$ cat src/rtl/fpu_pkg.sv
`default_nettype none
// ============================================================================
// Module      : fpu_pkg
// Description : Shared FPU types: operand formats, one-hot op indices,
//               rounding-mode / sub-op encoding, exception flags and the
//               EMPTY/FULL pipeline-stage state used by the schedulers.
// Revision    : 1.0 - initial release
// ============================================================================
package fpu_pkg;

  typedef enum logic [1:0] {
    FP32 = 2'd0,
    FP64 = 2'd1,
    FP16 = 2'd2,
    BF16 = 2'd3
  } fp_format_e;

  // Storage width of one operand in the given format
  function automatic int flen_bits(input fp_format_e fmt);
    case (fmt)
      FP64:       return 64;
      FP16, BF16: return 16;
      default:    return 32;
    endcase
  endfunction

  // Index width for a requester count, never narrower than one bit
  function automatic int id_bits(input int n);
    return (n <= 2) ? 1 : $clog2(n);
  endfunction

  // One-hot operation vector bit positions
  localparam int FPU_OP_NUM     = 4;
  localparam int FPU_OP_FCMP    = 0;  // rm: RNE=LE, RTZ=LT, RDN=EQ
  localparam int FPU_OP_FMINMAX = 1;  // rm: RNE=MIN, RTZ=MAX
  localparam int FPU_OP_FCLASS  = 2;
  localparam int FPU_OP_FSGNJ   = 3;

  typedef enum logic [2:0] {
    RNE = 3'b000,
    RTZ = 3'b001,
    RDN = 3'b010,
    RUP = 3'b011,
    RMM = 3'b100,
    DYN = 3'b111
  } roundmode_e;

  typedef struct packed {
    logic nv;
    logic dz;
    logic of;
    logic uf;
    logic nx;
  } fflags_t;

  // Occupancy of a single-entry pipeline register
  typedef enum logic {
    STG_EMPTY = 1'b0,
    STG_FULL  = 1'b1
  } stage_e;

endpackage
`default_nettype wire

$ cat src/rtl/fpu_utils_rr_arb.sv
`default_nettype none
// ============================================================================
// Module      : fpu_utils_rr_arb
// Description : Round-robin arbiter. Grants the first requester at or after
//               the pointer (wrapping), only while enabled; the pointer then
//               moves one past the winner.
// Revision    : 1.0 - initial release
// ============================================================================
module fpu_utils_rr_arb
  import fpu_pkg::*;
#(
  parameter  int N     = 2,
  localparam int IDX_W = id_bits(N)
) (
  input  logic             i_clk,
  input  logic             i_rst,
  input  logic [N-1:0]     i_req,
  input  logic             i_en,
  output logic [N-1:0]     o_gnt,
  output logic [IDX_W-1:0] o_gnt_idx
);

  logic [IDX_W-1:0] r_ptr;
  logic [IDX_W:0]   w_cand;
  logic             w_found;
  logic [IDX_W-1:0] w_idx;

  // Priority search starting at the pointer, wrapping past N-1 back to 0
  always_comb begin
    w_found = 1'b0;
    w_idx   = '0;
    w_cand  = '0;
    for (int k = 0; k < N; k++) begin
      w_cand = {1'b0, r_ptr} + (IDX_W+1)'(k);
      if (w_cand >= (IDX_W+1)'(N)) begin
        w_cand = w_cand - (IDX_W+1)'(N);
      end
      if (!w_found && i_req[w_cand[IDX_W-1:0]]) begin
        w_found = 1'b1;
        w_idx   = w_cand[IDX_W-1:0];
      end
    end
  end

  // One-hot grant, suppressed entirely when the consumer cannot take it
  always_comb begin
    o_gnt     = '0;
    o_gnt_idx = w_idx;
    if (w_found && i_en) begin
      o_gnt[w_idx] = 1'b1;
    end
  end

  // Pointer advances past the winner only on an actual grant
  always_ff @(posedge i_clk or posedge i_rst) begin
    if (i_rst) begin
      r_ptr <= '0;
    end else if (w_found && i_en) begin
      r_ptr <= (w_idx == IDX_W'(N-1)) ? '0 : w_idx + 1'b1;
    end
  end

endmodule
`default_nettype wire

$ cat src/rtl/fpu_fcmp_sched.sv
`default_nettype none
// ============================================================================
// Module      : fpu_fcmp_sched
// Description : Shares one fpu_fcmp unit between NUM_REQ requesters. A
//               round-robin grant loads the issue register, which drives the
//               unit; its result is captured with the requester ID in the
//               response register. One op per cycle, lossless backpressure.
// Revision    : 1.0 - initial release
// ============================================================================
module fpu_fcmp_sched
  import fpu_pkg::*;
#(
  parameter  fp_format_e FP_FMT  = FP32,
  parameter  int         NUM_REQ = 2,
  localparam int         FLEN    = flen_bits(FP_FMT),
  localparam int         ID_W    = id_bits(NUM_REQ)
) (
  input  logic                                       i_clk,
  input  logic                                       i_rst,
  input  logic [NUM_REQ-1:0]                         i_req_valid,
  output logic [NUM_REQ-1:0]                         o_req_ready,
  input  logic [NUM_REQ-1:0][1:0][FLEN-1:0]          i_req_rs,
  input  logic [NUM_REQ-1:0][FPU_OP_NUM-1:0]         i_req_op,
  input  logic [NUM_REQ-1:0][$bits(roundmode_e)-1:0] i_req_rm,
  output logic                                       o_fcmp_valid,
  input  logic                                       i_fcmp_ready,
  output logic [2:0][FLEN-1:0]                       o_fcmp_rs,
  output logic [FPU_OP_NUM-1:0]                      o_fcmp_op,
  output roundmode_e                                 o_fcmp_rm,
  input  logic                                       i_fcmp_valid,
  input  logic [FLEN-1:0]                            i_fcmp_result,
  input  fflags_t                                    i_fcmp_fflags,
  output logic                                       o_fcmp_out_ready,
  output logic                                       o_rsp_valid,
  output logic [ID_W-1:0]                            o_rsp_id,
  output logic [FLEN-1:0]                            o_rsp_result,
  output fflags_t                                    o_rsp_fflags,
  input  logic                                       i_rsp_ready
);

  typedef logic [ID_W-1:0] sched_id_t;

  stage_e                r_iss_state, w_iss_next;
  stage_e                r_rsp_state, w_rsp_next;
  sched_id_t             r_iss_id;
  logic [FLEN-1:0]       r_iss_rs1, r_iss_rs2;
  logic [FPU_OP_NUM-1:0] r_iss_op;
  roundmode_e            r_iss_rm;
  sched_id_t             r_rsp_id;
  logic [FLEN-1:0]       r_rsp_result;
  fflags_t               r_rsp_fflags;

  logic                  w_iss_vld, w_rsp_vld;
  logic                  w_rsp_fire, w_rsp_free, w_iss_fire, w_iss_free;
  logic [NUM_REQ-1:0]    w_gnt;
  sched_id_t             w_gnt_idx;
  logic                  w_gnt_any;

  assign w_iss_vld  = (r_iss_state == STG_FULL);
  assign w_rsp_vld  = (r_rsp_state == STG_FULL);
  assign w_rsp_fire = w_rsp_vld & i_rsp_ready;
  assign w_rsp_free = ~w_rsp_vld | w_rsp_fire;
  // The unit hands over a result only when the response slot can absorb it
  assign w_iss_fire = w_iss_vld & i_fcmp_ready & i_fcmp_valid & w_rsp_free;
  assign w_iss_free = ~w_iss_vld | w_iss_fire;
  assign w_gnt_any  = |w_gnt;

  fpu_utils_rr_arb #(.N(NUM_REQ)) u_arb (
    .i_clk     (i_clk),
    .i_rst     (i_rst),
    .i_req     (i_req_valid),
    .i_en      (w_iss_free),
    .o_gnt     (w_gnt),
    .o_gnt_idx (w_gnt_idx)
  );

  // Stage occupancy registers
  always_ff @(posedge i_clk or posedge i_rst) begin
    if (i_rst) begin
      r_iss_state <= STG_EMPTY;
      r_rsp_state <= STG_EMPTY;
    end else begin
      r_iss_state <= w_iss_next;
      r_rsp_state <= w_rsp_next;
    end
  end

  // Next occupancy: a new load wins over a drain in the same cycle
  always_comb begin
    w_iss_next = r_iss_state;
    w_rsp_next = r_rsp_state;
    if (w_gnt_any) begin
      w_iss_next = STG_FULL;
    end else if (w_iss_fire) begin
      w_iss_next = STG_EMPTY;
    end
    if (w_iss_fire) begin
      w_rsp_next = STG_FULL;
    end else if (w_rsp_fire) begin
      w_rsp_next = STG_EMPTY;
    end
  end

  // Issue payload: captured from the granted requester, held until issued
  always_ff @(posedge i_clk or posedge i_rst) begin
    if (i_rst) begin
      r_iss_id  <= '0;
      r_iss_rs1 <= '0;
      r_iss_rs2 <= '0;
      r_iss_op  <= '0;
      r_iss_rm  <= RNE;
    end else if (w_gnt_any) begin
      r_iss_id  <= w_gnt_idx;
      r_iss_rs1 <= i_req_rs[w_gnt_idx][0];
      r_iss_rs2 <= i_req_rs[w_gnt_idx][1];
      r_iss_op  <= i_req_op[w_gnt_idx];
      r_iss_rm  <= roundmode_e'(i_req_rm[w_gnt_idx]);
    end
  end

  // Response payload: unit result tagged with the issuing requester
  always_ff @(posedge i_clk or posedge i_rst) begin
    if (i_rst) begin
      r_rsp_id     <= '0;
      r_rsp_result <= '0;
      r_rsp_fflags <= '0;
    end else if (w_iss_fire) begin
      r_rsp_id     <= r_iss_id;
      r_rsp_result <= i_fcmp_result;
      r_rsp_fflags <= i_fcmp_fflags;
    end
  end

  assign o_req_ready      = w_gnt;
  assign o_fcmp_valid     = w_iss_vld;
  assign o_fcmp_rs        = {{FLEN{1'b0}}, r_iss_rs2, r_iss_rs1};
  assign o_fcmp_op        = r_iss_op;
  assign o_fcmp_rm        = r_iss_rm;
  assign o_fcmp_out_ready = w_rsp_free;
  assign o_rsp_valid      = w_rsp_vld;
  assign o_rsp_id         = r_rsp_id;
  assign o_rsp_result     = r_rsp_result;
  assign o_rsp_fflags     = r_rsp_fflags;

endmodule
`default_nettype wire
$ cat config.mk
export PLATFORM = sky130hd
export DESIGN_NAME = fpu_fcmp_sched
export DESIGN_NICKNAME = d
export VERILOG_FILES = /design/src/rtl/fpu_pkg.sv /design/src/rtl/fpu_utils_rr_arb.sv /design/src/rtl/fpu_fcmp_sched.sv
export SDC_FILE = /design/constraint.sdc
export NUM_CORES = 1
export LEC_CHECK = 0
export CAP_MARGIN = 15
export CORE_ASPECT_RATIO = 0.75
export CORE_UTILIZATION = 33
export CTS_BUF_LIST = sky130_fd_sc_hd__clkbuf_8 sky130_fd_sc_hd__clkbuf_16
export CTS_CLUSTER_DIAMETER = 40
export CTS_CLUSTER_SIZE = 25
export DETAILED_ROUTE_END_ITERATION = 7
export PLACE_DENSITY_LB_ADDON = 0.12
export SYNTH_ARGS = -nofsm -noshare
export SYNTH_HDL_FRONTEND = slang
export SYNTH_HIERARCHICAL = 1
export SYNTH_SLANG_ARGS = --single-unit
export TNS_END_PERCENT = 50
$ cat constraint.sdc
create_clock -name i_clk -period 3.8 [get_ports i_clk]
set_clock_uncertainty 0.2 [all_clocks]
set_input_delay 0.76 -clock i_clk [delete_from_list [all_inputs] [get_ports i_clk]]
set_output_delay 0.76 -clock i_clk [all_outputs]
set_load 0.05 [all_outputs]
==> results.yml <==
sta:
  fmax_mhz: 315.1
  period_needed_ns: 3.174
  setup_ws_ns: 0.6263
  finalCritPeriodShare: 0.8352
  worst_slew_pin_slew_ns: 0.7568
  drv_slew: 0
  fin_setup_tns_ns: 0
  slew_headroom: 0.4955
  setup_viol: 0
  holdWs_ns: 0.3031
  rsz0062_at_grt: "no"
  hold_viol: 0
global_routing:
  antenna_found_initial: 0
  grt_pass1_vias: 4224
  grt_max_degree: 59
  grt_pass1_wl_microns: 22220
  grt_usage: 0.1830
  grt_overflow_total: 0
logic_synthesis:
  syn-mean-instance-area_sq_um: 11.67
  ys_types: 21
  synth_area_sq_um: 5170
  ys.warnings.count: 6
  synth.yosys.seq_area_share: 0.5470
  synth-main-ff-cell: "dfrtp_1"
  synth_cells: 443
  synthArstFlopShare: 1.000
  synth-edff-count: 0
  synth-seq-cells: 113
cts:
  clk_pin_slew_worst_paths_ns: 0.06
  root_buffer: "clkbuf_16"
  cts_setup_buffers: 0
  clock_latency_ns: 0.40
  postCtsHoldBufs: 0
  htree_levels: 4
  cts_tree: "yes"
  clk_path_buf_depth: 2
  cts_resized: 0
  clkSinkCount: 113
  numCtsBuffers: 17
pwr:
  p_per_area_nw_per_um2: 974.3
  peakVddDrop_mv: 0.5098
  p_leak_nw: 3.734
final_layout:
  antenna_cells: 0
  areaGrowthSynthToFinish_pct: 71.35
  nFillCells: 1249
  multi_input_area_sq_um: 1997
  final_cell_mix: "clkdlybuf4s50_1, dfrtp_1, a21oi_1"
  final_cells: 959
  register_area_sq_um: 2828
  final_area_sq_um: 8859
  drive_gt1_frac: 0.1167
  fin_nets: 927
  layout_commonest_cell: "clkdlybuf4s50_1"
floorplanning:
  num_rows: 39
  core_sq_um: 15270
  dieArea_sq_um: 16180
  start_util: 0.3385
  die_x_microns: 146.5
  io_pins: 332
  die-height_microns: 110.4
setup_path:
  worstPathCellList: "clkdlybuf4s50_1 > nand2b_4 > nor2b_4 > nand2b_1 > nand2_1 > a21oi_1 > buf_12"
  endpoint_kind: "output pin"
  start_kind: "primary input"
  crit_fanout: 4
  critPathKind: "in -> out"
  crit_required_ns: 2.84
  cp_slowest_cell: "clkdlybuf4s50_1"
  arrival_ns: 2.21
  critical-path-max-stage-delay_ns: 0.46
place:
  pre_cts_slack_ns: 0.5185
  io_buffer_count: 299
  hpwl_microns: 11260
  post_dp_cell_area_sq_um: 8214
  dp_cells: 927
  gp_congestion: 0.7663
flow_run:
  maxCapViolations: 0
drt:
  wl_per_cell_microns: 15.16
  first_pass_iters: 4
  vias_per_cell: 4.397
  drtIter0Drc: 72
  drc: 0
  vias: 4217
  drt-total-wl_microns: 14540
  ant_nets: 0
hold_path:
  hold_class: "reg -> reg"
outcome:
  status: "finished clean"
==> state kept, by name, summed over array words and instances (netlist names) <==
| register | cells |
|---|---|
| o_rsp_result | 32 |
| r_iss_rs1 | 32 |
| r_iss_rs2 | 32 |
| o_rsp_fflags | 5 |
| o_fcmp_op | 4 |
| o_fcmp_rm | 3 |
| o_fcmp_valid | 1 |
| o_rsp_id | 1 |
| o_rsp_valid | 1 |
| r_iss_id | 1 |
| u_arb/r_ptr | 1 |
==> layout make-up <==
type	count	share of cell area
Tap cell	205	0.02895
Timing Repair Buffer	308	0.3520
Sequential cell	113	0.3192
Clock buffer	17	0.04802
Inverter	3	0.001695
Multi-Input combinational cell	298	0.2254
Clock inverter	15	0.02472
==> critical path, delay by kind of cell <==
kind | cells | cell delay [ns]
AOI/OAI and AO/OA | 1 | 0.31
buffers and inverters | 2 | 0.65
and+or+nand+nor | 4 | 0.49
==> layer usage <==
layer,part of all wire,GRT usage,vias up
met3,0.099,0.08230,17
met2,0.51,0.3269,183
met1,0.37,0.1923,1970
li1,-,-,2047
met4,0.016,0.06771,0
met5,0,0,-
==> per-stage QoR <==
| stage | total power [mW] | util |
|---|---|---|
| after CTS | 8.723 | 0.5800 |
| after global placement | 6.874 | 0.5378 |
| final | 8.631 | 0.5800 |
| after global routing | 9.038 | 0.5800 |
| after detailed placement | 6.949 | 0.5378 |
| after floorplan | 5.305 | - |
==> power breakdown <==
group / internal, mW / switching [mW] / total [mW]
Combinational: 1.66 / 3.11 / 4.77
Clock: 1.12 / 0.619 / 1.74
Sequential: 1.80 / 0.322 / 2.12
==> final timing paths <==
check                      cells after the start               end  slack (ns)        startpoint
max                                            7    o_req_ready[0]        0.63       i_rsp_ready
min                                            1  o_rsp_result[17]        0.30  o_rsp_result[17]
max reg2reg                                    9     r_iss_rs1[10]        1.27      o_fcmp_valid
min reg2reg                                    1  o_rsp_result[17]        0.30  o_rsp_result[17]
max in group asynchronous                      3  o_rsp_result[21]        2.22             i_rst
min in group asynchronous                      2       u_arb/r_ptr        0.40             i_rst
==> Yosys cell counts, types with 2 or more instances <==
master,number,area [sq um]
dfrtp_1,113,2828
a21oi_1,73,365.4
mux2i_1,71,710.7
nor2_1,71,266.5
mux2_2,39,439.2
buf_4,33,247.7
buf_6,13,146.4
buf_2,7,35.03
clkbuf_1,7,26.28
inv_1,3,11.26
nand2_1,2,7.510
nand2b_1,2,12.51
==> cells by family (layout without fill, tap and decap cells) <==
kind of cell,Yosys count,in the layout,share of synthesized area
AO/OA/AOI/OAI,75,75,0.07333
buffers and inverters,63,343,0.09027
flip-flops,113,113,0.5470
multiplexers,110,110,0.2224
other,1,32,0.0007253
AND/OR/NAND/NOR,81,81,0.06631
No activity file was read; power rests on OpenSTA's default activity.
==> RTL edit 1 (same flow settings) <==
`NUM_REQ`: 2 -> 1.
--- a/src/rtl/fpu_fcmp_sched.sv
+++ b/src/rtl/fpu_fcmp_sched.sv
@@ -11,7 +11,7 @@
   import fpu_pkg::*;
 #(
   parameter  fp_format_e FP_FMT  = FP32,
-  parameter  int         NUM_REQ = 2,
+  parameter  int         NUM_REQ = 1,
   localparam int         FLEN    = flen_bits(FP_FMT),
   localparam int         ID_W    = id_bits(NUM_REQ)
 ) (
Interface: changed (5 resized); port bits go from 332 to 259. The function was not compared with the original's and may differ.
==> RTL edit 1 against the unedited design <==
- wire length is 28% lower
- via count is 31% lower
- count of clock-buffer cells in the layout is 5 lower
- first-iteration DRC count is 47% lower
- critical endpoint is now o_fcmp_out_ready
- setup slack better by 0.071 ns
- total power is 12% lower
- utilization is 3.6 points lower
- maximum frequency is 2.3% higher
- largest power group unchanged
- sequential cell count is 1 lower
- design area is 20% lower
- area after synthesis is 14% lower
==> RTL edit 1: results (changes against the unedited design) <==
Setup path
  • Worst EP arrival: 2.14 ns (was 2.21 ns)
  • Worst Path Max Fanout: 3 (was 4)
  • Slowest Stage Delay on Critical Path: 0.81 ns (was 0.46 ns)
  • Largest delay contributor family on the critical path: buffers and inverters (unchanged)
  • Slowest CP cell: clkdlybuf4s50_1 (unchanged)

Clock tree
  • Clock Tree Buf Depth: 2 (unchanged)
  • Post-CTS setup buffers: 0 (unchanged)
  • Num CTS Buffers: 9 (was 17)
  • Worst skew pair latency: 0.34 ns (was 0.40 ns)
  • Clk slew on worst S/H paths: 0.07 ns
  • H-tree levels: 3 (was 4)

Finish
  • # diodes: 0 (unchanged)
  • Final #Nets: 619 (was 927)
  • Layout cells sized above 1: 0.263 (was 0.117)

Place
  • Dpl ws: 0.689 ns (was 0.518 ns)
  • # port buffers: 226 (was 299)
  • Gpl congestion: 0.724 (was 0.766)
  • Placed cell area: 0.00679 mm² (was 0.00821 mm²)
  • Hpwl dp: 7.61 mm (was 11.3 mm)

Yosys
  • EDFF count, synth: 0 (unchanged)
  • Sequential share of the synthesized area: 0.630 (was 0.547)
  • Netlist cell types: 15 (was 21)
  • Post-synth top cells: 112 x dfrtp_1, 108 x mux2_2, 33 x buf_4, 8 x buf_2, 4 x buf_6 (was 113 x dfrtp_1, 73 x a21oi_1, 71 x mux2i_1, 71 x nor2_1, 39 x mux2_2)
  • Asr flop ratio synth: 1.00 (unchanged)
  • Most frequent cell after synthesis: dfrtp_1 (unchanged)
  • Area contributors post-synth: dfrtp_1 63%, mux2_2 27%, buf_4 5.6% (was dfrtp_1 55%, mux2i_1 14%, mux2_2 8.5%)

GRT
  • Initial antenna violation count: 0 (unchanged)
  • Vias in the first global route: 3064 (was 4224)
  • Met1 usage: 0.173 (was 0.192)
  • Met2 Use GR: 0.246 (was 0.327)
  • GRT met3 Usage: 0.0742 (was 0.0823)
  • GRT Util Overall: 0.152 (was 0.183)
  • Largest net degree at the start of global routing: 74 (was 59)
  • First-pass GRT wire length: 15.9 mm (was 22.2 mm)

Pwr
  • Leakage: 2.95 nW (was 3.73 nW)
  • Max VDD drop: 0.600 mV (was 0.510 mV)

Drt
  • DR vias: 2908 (was 4217)
  • Iter 0 DRT Violations: 38 (was 72)
  • Drt first pass iters: 4 (unchanged)
  • WL/cell: 15.4 µm (was 15.2 µm)

STA
  • Worst slew margin: 0.633 (was 0.495)
  • Final Hold Viols: 0 (unchanged)

Min path
  • Min-Delay Path Class: flip-flop to flip-flop (unchanged)

Status
  • Status: finished, final reports clean (unchanged)
RTL edit 1: cell count changes after synthesis, sizes merged, moves of 7 or more:
cell    before  now
a21oi       73    0
mux2        39  110
mux2i       71    0
nor2        71    0
buf         53   45
clkbuf       7    0
RTL edit 1: logic make-up after synthesis:
| family | count (synthesis) | share of synthesized area |
|---|---|---|
| buffers and inverters | 47 | 0.0765 |
| and+or+nand+nor | 6 | 0.0121 |
| DFF | 112 | 0.630 |
| other | 2 | 0.00169 |
| muxes | 110 | 0.278 |
| AOI/OAI and AO/OA | 1 | 0.00169 |
RTL edit 1: final timing paths:
check / endpoint / depth (start not counted) / start / slack (ns)
worst max-delay path: o_fcmp_out_ready / 3 / i_rsp_ready / 0.70
worst min-delay path: o_rsp_result[29] / 1 / o_rsp_result[29] / 0.29
worst max register to register: r_iss_rs2[8] / 6 / o_fcmp_valid / 1.75
worst min register to register: o_rsp_result[29] / 1 / o_rsp_result[29] / 0.29
max in group asynchronous: r_iss_rs1[18] / 3 / i_rst / 2.27
min in group asynchronous: r_iss_rs2[15] / 2 / i_rst / 0.51
RTL edit 1: cell type report:
type                    instances  area, µm²
well taps                     171        214
inverters                       2       11.3
clock buffers                  12        267
fillers                      1118       5950
clock inverters                 4       51.3
flip-flops and latches        112       2800
repair buffers                230       2340
multi-input cells             150       1430
RTL edit 1: routing by layer:
metal  wire, µm  vias up  share of wire
li1           -     1344              -
met1       4190     1393           0.40
met2       4820      154           0.46
met3       1250       17           0.12
met4        201        0          0.019
met5          0        -              0
RTL edit 1: where the power goes:
part	leakage [nW]	switching, mW	internal [mW]
logic	1.48	2.86	1.64
registers	1.31	0.296	1.80
clock network	0.155	0.418	0.566
RTL edit 1: metrics by stage:
stage	hold slack [ns]	std cells
after global routing	0.318	681
after detailed placement	0.276	665
after floorplan	0.275	309
after CTS	0.292	681
final	0.289	681
after global placement	0.273	665
==> RTL edit 2 (same settings) <==
Made on the original files. Reset style: synchronous (`i_rst`), changed in 4 clocked blocks.
--- a/src/rtl/fpu_utils_rr_arb.sv
+++ b/src/rtl/fpu_utils_rr_arb.sv
@@ -52,7 +52,7 @@
   end
 
   // Pointer advances past the winner only on an actual grant
-  always_ff @(posedge i_clk or posedge i_rst) begin
+  always_ff @(posedge i_clk) begin
     if (i_rst) begin
       r_ptr <= '0;
     end else if (w_found && i_en) begin
--- a/src/rtl/fpu_fcmp_sched.sv
+++ b/src/rtl/fpu_fcmp_sched.sv
@@ -75,7 +75,7 @@
   );
 
   // Stage occupancy registers
-  always_ff @(posedge i_clk or posedge i_rst) begin
+  always_ff @(posedge i_clk) begin
     if (i_rst) begin
       r_iss_state <= STG_EMPTY;
       r_rsp_state <= STG_EMPTY;
@@ -102,7 +102,7 @@
   end
 
   // Issue payload: captured from the granted requester, held until issued
-  always_ff @(posedge i_clk or posedge i_rst) begin
+  always_ff @(posedge i_clk) begin
     if (i_rst) begin
       r_iss_id  <= '0;
       r_iss_rs1 <= '0;
@@ -119,7 +119,7 @@
   end
 
   // Response payload: unit result tagged with the issuing requester
-  always_ff @(posedge i_clk or posedge i_rst) begin
+  always_ff @(posedge i_clk) begin
     if (i_rst) begin
       r_rsp_id     <= '0;
       r_rsp_result <= '0;
Formal check against the unedited RTL: differs if i_rst is asserted again (counterexample within 4 cycles, from zero or initial values and one cycle with i_rst high); with i_rst held inactive, the same outputs for 10 cycles.
==> RTL edit 2 against the unedited design <==
- die area grew 5.9%
- area after synthesis increased by 6.0%
- sequential cell count stayed put
- synthesized cell count is 23% higher
- non-clock buffer count decreased by 1
- wire length up 9.5%
- setup slack worse by 0.068 ns
- via count rose by 15%
- design area grew 1.3%
- critical endpoint unchanged
Power is not compared: it rests on default switching activity, and its combinational part moved more than twofold at a synthesized area within 25%.
==> RTL edit 2: results (changes against the unedited design) <==
Setup path
  • Critical Path Start: i_fcmp_valid (was i_rsp_ready)
  • Worst Path Max Fanout: 5 (was 4)
  • Worst EP arrival: 2.28 ns (was 2.21 ns)
  • Reg2Reg Launch Point: o_fcmp_valid (unchanged)
  • Reg2Reg Depth: 8 (was 9)
  • Reg-to-Reg End: r_iss_rs1[17] (was r_iss_rs1[10])

Yosys
  • Post-synth top cells: 113 x dfxtp_1, 72 x nor2_1, 71 x mux2i_1, 70 x a211oi_2, 43 x a21oi_1 (was 113 x dfrtp_1, 73 x a21oi_1, 71 x mux2i_1, 71 x nor2_1, 39 x mux2_2)
  • Synth Area in XOR/XNOR: 0 (unchanged)
  • Synth Area in Adders: 0 (unchanged)
  • Synth Area in Compound Gates: 0.238 (was 0.0733)
  • Main synth FF type: dfxtp_1 (was dfrtp_1)
  • Sequential share of the synthesized area: 0.413 (was 0.547)
  • Netlist cell types: 24 (was 21)
  • EDFF count, synth: 0 (unchanged)
  • Asr flop ratio synth: 0 (was 1.00)
  • Area contributors post-synth: dfxtp_1 41%, a211oi_2 16%, mux2i_1 13% (was dfrtp_1 55%, mux2i_1 14%, mux2_2 8.5%)
  • Multiplexer share of the synthesized area: 0.130 (was 0.222)

STA
  • Worst Max-Slew Pin Slew: 0.643 ns (was 0.757 ns)
  • Tmin final: 3.24 ns (was 3.17 ns)

GRT
  • First-pass GRT wire length: 23.3 mm (was 22.2 mm)
  • Largest net degree at the start of global routing: 79 (was 59)
  • Vias in the first global route: 4644 (was 4224)
  • GRT Util Overall: 0.178 (was 0.183)
  • Initial antenna violation count: 0 (unchanged)

Drt
  • WL/cell: 15.3 µm (was 15.2 µm)
  • Routed met2 length: 7.70 mm (was 7.43 mm)
  • Highest routed layer: met4 (unchanged)
  • DR vias: 4831 (was 4217)
  • Drt first pass iters: 6 (was 4)
  • Iter 0 DRT Violations: 121 (was 72)
  • Met1 Routed Length: 6.19 mm (was 5.42 mm)
  • Met3 wire length: 1.84 mm (was 1.44 mm)

Place
  • Gpl congestion: 0.717 (was 0.766)
  • Hpwl dp: 11.9 mm (was 11.3 mm)
  • Dpl ws: 0.384 ns (was 0.518 ns)

Clock tree
  • Post-CTS setup buffers: 0 (unchanged)
  • CTS Root Cell: clkbuf_16 (unchanged)
  • Clk slew on worst S/H paths: 0.05 ns
  • CTS resizes: 0 (unchanged)

Finish
  • Layout cells sized above 1: 0.145 (was 0.117)
  • Final #Nets: 1002 (was 927)

Min path
  • Worst hold start: r_iss_id (was o_rsp_result[17])
  • Min-Delay Path Class: flip-flop to flip-flop (unchanged)

Status
  • Status: finished, final reports clean (unchanged)

Pwr
  • Max VDD drop: 0.282 mV
RTL edit 2: critical path, cell delays in order:
cell             delay, ns
clkdlybuf4s50_1       0.47
nand3_2               0.10
o21ai_1               0.36
nand2_1               0.10
a21oi_1               0.23
buf_4                 0.26
RTL edit 2: worst min-delay path by stage:
stage | end | slack [ns] | depth (start not counted)
floorplan | r_iss_id | 0.23 | 2
global placement | r_iss_id | 0.23 | 2
detailed placement | r_iss_id | 0.24 | 2
CTS | r_iss_id | 0.25 | 2
global route | r_iss_id | 0.27 | 2
finish | r_iss_id | 0.24 | 2
RTL edit 2: power groups by stage:
stage	Combinational [mW]	Clock [mW]	Sequential, mW
2_1_floorplan	0.527	0	1.77
3_3_place_gp	1.36	0	1.38
3_5_place_dp	1.38	0	1.39
4_1_cts	1.38	1.48	1.36
5_1_grt	1.44	1.53	1.38
6_report	1.37	1.43	1.36
RTL edit 2: kinds of logic after synthesis:
family	count (synthesis)
AO/OA/AOI/OAI	154
AND/OR/NAND/NOR	119
other	1
multiplexers	71
flip-flops	113
buffers and inverters	85
RTL edit 2: routing by layer:
layer / GRT usage / vias to the layer above
li1: - / 2429
met1: 0.191 / 2207
met2: 0.309 / 180
met3: 0.0828 / 15
met4: 0.0580 / 0
met5: 0 / -
RTL edit 2: cell type report:
cell class,instances,area [µm²]
Tap cell,210,263
Sequential cell,113,2260
Inverter,1,3.75
Clock buffer,18,439
Multi-Input combinational cell,376,2800
Fill cell,1474,7140
Timing Repair Buffer,307,3090
Clock inverter,14,108
RTL edit 2: through the flow:
stage,hold slack (ns),instances,cell area [µm²]
2_1_floorplan,0.227,574,5600
3_3_place_gp,0.233,1007,8420
3_5_place_dp,0.240,1007,8420
4_1_cts,0.247,1039,8970
5_1_grt,0.268,1039,8970
6_report,0.243,1039,8970
